==> config.mk <==
export PLATFORM = sky130hd
export DESIGN_NAME = bist_seg_display
export DESIGN_NICKNAME = d
export VERILOG_FILES = /design/src/rtl/seg_pkg.sv /design/src/rtl/hex_to_seg.sv /design/src/rtl/bist_seg_display.sv
export SDC_FILE = /design/constraint.sdc
export NUM_CORES = 1
export LEC_CHECK = 0
export ABC_CLOCK_PERIOD_IN_PS = 1900
export CAP_MARGIN = 20
export CORE_ASPECT_RATIO = 1.5
export CORE_MARGIN = 2
export CORE_UTILIZATION = 45
export DETAILED_ROUTE_END_ITERATION = 6
export PLACE_DENSITY = 0.76
export SYNTH_ARGS = -nofsm -noshare
export SYNTH_HDL_FRONTEND = slang
export SYNTH_SLANG_ARGS = --single-unit
==> constraint.sdc <==
create_clock -name clk -period 1.9 [get_ports clk]
set_input_delay 0.285 -clock clk [delete_from_list [all_inputs] [get_ports clk]]
set_output_delay 0.285 -clock clk [all_outputs]
set_load 0.02 [all_outputs]
==> src/rtl/seg_pkg.sv <==
// Shared constants for the bist result display: active-low 7-segment
// encodings {g,f,e,d,c,b,a}, the blank pattern and the digit count.
package seg_pkg;

    localparam int DIGITS = 4;

    localparam logic [6:0] SEG_0     = 7'b1000000;
    localparam logic [6:0] SEG_1     = 7'b1111001;
    localparam logic [6:0] SEG_2     = 7'b0100100;
    localparam logic [6:0] SEG_3     = 7'b0110000;
    localparam logic [6:0] SEG_4     = 7'b0011001;
    localparam logic [6:0] SEG_5     = 7'b0010010;
    localparam logic [6:0] SEG_6     = 7'b0000010;
    localparam logic [6:0] SEG_7     = 7'b1111000;
    localparam logic [6:0] SEG_8     = 7'b0000000;
    localparam logic [6:0] SEG_9     = 7'b0010000;
    localparam logic [6:0] SEG_A     = 7'b0001000;
    localparam logic [6:0] SEG_B     = 7'b0000011;
    localparam logic [6:0] SEG_C     = 7'b1000110;
    localparam logic [6:0] SEG_D     = 7'b0100001;
    localparam logic [6:0] SEG_E     = 7'b0000110;
    localparam logic [6:0] SEG_F     = 7'b0001110;
    localparam logic [6:0] SEG_BLANK = 7'h7F;

endpackage

==> src/rtl/hex_to_seg.sv <==
// Combinational hex nibble to active-low 7-segment pattern.
module hex_to_seg
    import seg_pkg::*;
(
    input  logic [3:0] nibble,
    output logic [6:0] seg
);

    always_comb begin
        seg = SEG_BLANK;
        case (nibble)
            4'h0: seg = SEG_0;
            4'h1: seg = SEG_1;
            4'h2: seg = SEG_2;
            4'h3: seg = SEG_3;
            4'h4: seg = SEG_4;
            4'h5: seg = SEG_5;
            4'h6: seg = SEG_6;
            4'h7: seg = SEG_7;
            4'h8: seg = SEG_8;
            4'h9: seg = SEG_9;
            4'hA: seg = SEG_A;
            4'hB: seg = SEG_B;
            4'hC: seg = SEG_C;
            4'hD: seg = SEG_D;
            4'hE: seg = SEG_E;
            4'hF: seg = SEG_F;
            default: seg = SEG_BLANK;
        endcase
    end

endmodule

==> src/rtl/bist_seg_display.sv <==
// Stability-filtered 4-digit multiplexed hex display of the bist result bus;
// test mode splits test count / CRC8 with the decimal point.
module bist_seg_display
    import seg_pkg::*;
#(
    parameter int STABLE_CYCLES = 1024,
    parameter int REFRESH_DIV   = 50000,
    parameter int BLANK_ZEROS   = 1
) (
    input  logic              clk,
    input  logic              rst,
    input  logic [15:0]       value,
    input  logic              test_mode,
    output logic [DIGITS-1:0] an,
    output logic [6:0]        seg,
    output logic              dp
);

    localparam int SCW = $clog2(STABLE_CYCLES) + 1;
    localparam int RCW = (REFRESH_DIV > 1) ? $clog2(REFRESH_DIV) : 1;
    localparam logic [SCW-1:0] SC_MAX = SCW'(STABLE_CYCLES - 1);
    localparam logic [RCW-1:0] RC_MAX = RCW'(REFRESH_DIV - 1);

    logic [15:0]       prev_value;
    logic [15:0]       disp_reg;
    logic              mode_reg;
    logic [SCW-1:0]    stable_cnt;
    logic [RCW-1:0]    refresh_cnt;
    logic [1:0]        digit_idx;

    logic              steady;
    logic [3:0]        nibble;
    logic [6:0]        seg_raw;
    logic [DIGITS-1:0] lead_zero;
    logic              blank;

    assign steady = (value == prev_value);

    // Capture only on a cycle that is itself unchanged, so a held value is
    // latched STABLE_CYCLES+1 edges after its last change and then tracked.
    always_ff @(posedge clk) begin
        if (rst) begin
            prev_value <= '0;
            stable_cnt <= '0;
            disp_reg   <= '0;
            mode_reg   <= 1'b0;
        end else begin
            prev_value <= value;
            if (!steady) begin
                stable_cnt <= '0;
            end else if (stable_cnt < SC_MAX) begin
                stable_cnt <= stable_cnt + SCW'(1);
            end else begin
                disp_reg <= value;
                mode_reg <= test_mode;
            end
        end
    end

    always_ff @(posedge clk) begin
        if (rst) begin
            refresh_cnt <= '0;
            digit_idx   <= '0;
        end else if (refresh_cnt == RC_MAX) begin
            refresh_cnt <= '0;
            digit_idx   <= digit_idx + 2'd1;
        end else begin
            refresh_cnt <= refresh_cnt + RCW'(1);
        end
    end

    assign nibble = disp_reg[4*digit_idx +: 4];

    hex_to_seg u_hex (
        .nibble (nibble),
        .seg    (seg_raw)
    );

    // A digit is a leading zero when it and every higher nibble are zero;
    // digit 0 always shows so a zero result still reads "0".
    always_comb begin
        lead_zero    = '0;
        lead_zero[3] = (disp_reg[15:12] == 4'h0);
        lead_zero[2] = lead_zero[3] && (disp_reg[11:8] == 4'h0);
        lead_zero[1] = lead_zero[2] && (disp_reg[7:4] == 4'h0);
    end

    assign blank = (BLANK_ZEROS != 0) && !mode_reg && lead_zero[digit_idx];

    always_ff @(posedge clk) begin
        if (rst) begin
            an  <= '1;
            seg <= SEG_BLANK;
            dp  <= 1'b1;
        end else begin
            an  <= ~(DIGITS'(1) << digit_idx);
            seg <= blank ? SEG_BLANK : seg_raw;
            dp  <= ~(mode_reg && (digit_idx == 2'd2));
        end
    end

endmodule
==> Word level (Yosys, flattened, before mapping) <==
Memories as Yosys holds them, arrays and structs flattened. A register that Yosys moved wholly into a read port is not among the register bits.
Index checks and enable logic that the tools add are counted.
{ "word_totals": {"reg_bits": 67, "romBits": 112, "out_inout_bits": 12, "elab_cells": 37, "memories": 1, "inputBits": 19} }
{ "op_classes": {"bitwise_logic": 4, "n_mux": 2, "reduce_logical": 12, "n_eq_ne": 3, "magnitude_cmp": 2, "shift": 2, "add_sub_neg": 3} }
{ "mem_list": {"columns": ["name", "depth", "width", "read_ports", "rd_clocked_by_memory_dff", "wr", "line", "rtl"], "rows": [
  ["(no name shown)", 16, 7, 1, 1, 0, "hex_to_seg.sv:11", "case (nibble)"]
]} }
{ "ops": {"columns": ["cell", "count"], "rows": [
  ["$add 16x1->16 const B", 1],
  ["$eq 16x16->1", 1],
  ["$eq 16x16->1 const B", 1],
  ["$shiftx 16x5->4", 1],
  ["$logic_not 4->1", 3],
  ["$add 11x1->11 const B", 1],
  ["$lt 11x10->1 const B", 1],
  ["$reduce_or 2->1", 3],
  ["$logic_and 1x1->1", 4],
  ["$not 4->4", 1],
  ["$shl 1x2->4 const A", 1],
  ["$lt 2x3->1 const B", 1],
  ["$not 1->1", 3],
  ["$add 2x1->2 const B", 1],
  ["$bmux 1 s2", 1],
  ["$eq 2x2->1 const B", 1],
  ["$reduce_and 2->1", 1],
  ["$logic_not 1->1", 1],
  ["$mux 1", 1]
]} }

==> Depth between registers and ports, before layout <==
{ "logic_depth": {"word_depth": 7, "ltp_mapped": 8, "ltp_nobuf": 6} }

==> By module <==
From an unflattened synthesis, not the netlist that was laid out.
{ "hier_totals": {"cells_unflattened": 333, "hier_area_um2": 3382.0} }
{ "modules_own_cells": {"columns": ["mod", "cells_each", "seq_area_each_um2", "instances", "area_per_inst_um2"], "rows": [
  ["bist_seg_display", 301, 1481.4, 1, 3106.7],
  ["hex_to_seg", 32, 0.0, 1, 275.3]
]} }

==> Worst setup path after synthesis <==
OpenSTA, ideal clock, no wires.
{ "synth_timing": {"path_kind": "register -> register", "start": "reg digit_idx[0]", "end": "reg seg[3]", "path_stages_with_launch": 8, "synth_period_minus_slack_ps": 2043, "arrival_time_ps": 1912, "required_time_ps": 1769, "n_path_buf": 1, "path_slack_ps": -143, "setup_ps": 131, "cell_sequence": "dfxtp_1 > buf_6 > mux4_2 > inv_1 > ha_1 > inv_1 > mux4_2 > nand2b_1"} }
{ "synth_between": {"elab_chain_cells": 4, "elab_cells_between_ends": 5, "cone_classes": "1 x shift; 2 x mux; 2 x reduce/logical"} }
{ "synth_lines": {"columns": ["element", "line", "rtl"], "rows": [
  ["start: declaration", "bist_seg_display.sv:29", "logic [1:0] digit_idx;"],
  ["start signal: assignment", "bist_seg_display.sv:66", "digit_idx <= digit_idx + 2'd1;"],
  ["$bmux 1 s2", "bist_seg_display.sv:88", "assign blank = (BLANK_ZEROS != 0) && !mode_reg && lead_zero[digit_idx];"],
  ["$mux 1 (implied by the code)", "bist_seg_display.sv:88", null],
  ["$logic_and 1x1->1", "bist_seg_display.sv:88", null],
  ["$reduce_or 2->1 (no line)", null, null],
  ["end: declaration", "bist_seg_display.sv:15", "output logic [6:0] seg,"]
]} }
Several ways; a longest one is shown, not always the timed one. The select of a mux whose other input is x is not followed.
A chain may end at the register's enable or synchronous reset.

==> Worst setup path in the final report <==
Same ends and word-level chain as after synthesis.

==> results.cfg <==
[sta]
whs_ps = 444
worst_pin_slew_ps = 425
hold_viol = 0
post-route-min-period_ps = 1890
grt_setup_unrepaired = true
drv_slew = 0
fmax_ghz = 0.530
setup_viol = 0
setup_ws_ps = 14.9
final.setup_skew_ps = 5.82
layout_worst_path_cycle_share = 0.992
relSlewSlack = 0.714

[worst_setup_path]
critPathSlowestCell = mux4_2
path_depth = 6
cp-end-kind = flip-flop
path_buf_inv = 2
crit_path_cell_trace = mux4_2, inv_2, ha_4, inv_2, mux4_2, nand2b_4
crit_family = multiplexers
startpoint_type = flip-flop
path_max_fanout = 4
r2r_cells = 6
max_stage_delay_ps = 550
crit_arrival_ps = 2130
worstPathRequired_ps = 2140
crit_type = reg2reg

[clocking]
cts_buffer_depth = 2
clk_transition_reported_paths_ps = 70
cts_setup_buffers = 0
clock-sinks = 74
h-tree-depth = 3
cts_root_buf = clkbuf_8
tritoncts = built
cts_made_buffers = 9
clock_latency_ps = 350

[grt]
grt_pass1_wl_mm = 10.4
antenna_found_initial = 0
first_global_vias = 2312
grt-ovfl-total = 0
grt_max_degree = 45
grt_util_all_layers = 0.170

[synthesis]
syn_nets = 358
ys_ff_latch = 74
synth_edf_count = 0
avgSynthCellArea_um2 = 10.0
netlist_area_um2 = 3280
synth_warnings = 0
ys_async_sr_fraction = 0
syn_inst = 327
synthFlopType = dfxtp_1
ys_seq_area_frac = 0.451
synth_cell_types = 42

[power]
power_density_nw_per_um2 = 723
leakagePower_uw = 0.00149
peakVddDrop_mv = 0.595
p_total_uw = 2880

[die]
die-area_um2 = 8010
fp.dieW_um = 73.7
core_area_um2 = 7130
io_pins = 31
num_rows = 38
initial_utilization = 0.460
fp.dieH_um = 109

[min_path]
holdPathStages = 1
min_path_type = reg2reg

[placement]
preCtsSetupSlack_ps = -275
place_congestion = 0.805
dp_hpwl_mm = 4.61
port_buffers = 30
dpl.cell_count = 443

[routing]
postRouteAntennaNets = 0
drt_iter0_drc = 61
routedWlPerCell_um = 13.5
drcViolationCount = 0
via_per_inst = 5.19
dr.pass1.iters = 4
vias = 2381
routed_wl_mm = 6.18

[final_layout]
drive_above_1_share = 0.166
final_cell_mix = dfxtp_1 (73), nor2b_1 (33), nor2_1 (32)
layout_commonest_cell = dfxtp_1
layout.cells.non_filler = 459
antenna_cells = 0
area_growth_pct = 21.4
nNetsFinal = 405

[outcome]
status = completed

[flow_run]
max_cap_violations = 0
==> worst reg2reg max path, delay by kind of cell (launching register included) <==
kind                       cells  cell delay, ps
muxes                          2             990
DFF                            1             370
buffers and inverters          2             150
adders and majority gates      1             140
and+or+nand+nor                1             140
==> layout make-up <==
| cell class | count | area [um2] |
|---|---|---|
| fill | 629 | 3150 |
| multi-input combinational | 233 | 1730 |
| sequential | 74 | 1490 |
| timing repair buffer | 47 | 453 |
| clock buffer | 14 | 173 |
| tap | 80 | 100 |
| inverter | 9 | 33.8 |
| clock inverter | 2 | 10.0 |
==> repair_timing <==
action | 4_1_cts | 5_1_grt
cloned | 0 | 0
gates resized for setup | 1 | 1
hold buffers | 0 | 0
endpoints found under the setup margin | 1 | 1
==> path summary, 6_finish.rpt <==
kind / endpoint / slack (ps) / start
setup reg to reg: seg[3]$_SDFF_PP1_ / 10 / digit_idx[0]$_SDFFE_PP0N_
hold reg to reg: dp$_SDFF_PP1_ / 440 / mode_reg$_SDFFE_PP0P_
setup / recovery: seg[3]$_SDFF_PP1_ / 10 / digit_idx[0]$_SDFFE_PP0N_
hold / removal: dp$_SDFF_PP1_ / 440 / mode_reg$_SDFFE_PP0P_
==> through the flow <==
step | utilization | cell area (um2) | TNS, ps
final | 0.559 | 3990 | 0
after CTS | 0.558 | 3980 | 0
after global routing | 0.559 | 3990 | -48.1
after floorplan | - | 3300 | -75.6
after global placement | 0.532 | 3790 | -4230
after detailed placement | 0.532 | 3790 | -4950
==> routing by layer <==
layer  GRT usage  wire [um]  share of wire  vias up
li1            -          -              -     1208
met1       0.183       2500           0.41     1125
met2       0.300       3360           0.54       38
met3      0.0444        173          0.028       10
met4      0.0857        141          0.023        0
met5           0          0              0        -
==> cell usage after synthesis, types with 3 or more instances <==
cell type,number,area [um2]
nor3_1,8,40.0
mux2_4,9,135
xnor2_1,27,236
o211ai_1,4,30.0
and3_1,4,25.0
clkbuf_1,6,22.5
inv_1,9,33.8
mux2i_1,3,30.0
nand4_1,10,62.6
nor4_1,3,18.8
nand2b_1,10,62.6
ha_1,12,150
a21oi_1,9,45.0
mux4_2,5,113
xor2_1,8,70.1
mux2_2,7,78.8
nor2b_1,33,206
nand3_1,12,60.1
nand2_1,14,52.6
o21ai_0,5,25.0
dfxtp_1,74,1480
nor2_1,32,120
==> power breakdown <==
part / internal, uW / switching [uW]
sequential: 1580 / 14.8
combinational: 96.5 / 75.2
clock: 578 / 537
total: 2260 / 627
==> kinds of logic after synthesis <==
group,Yosys count,share of synthesized area
compound gates,25,0.0480
xor+xnor,35,0.0934
fa+ha+maj,12,0.0457
buf+inv,20,0.0286
mux,24,0.109
simple gates,137,0.224
flops,74,0.451
No activity file was read; power rests on OpenSTA's default activity.
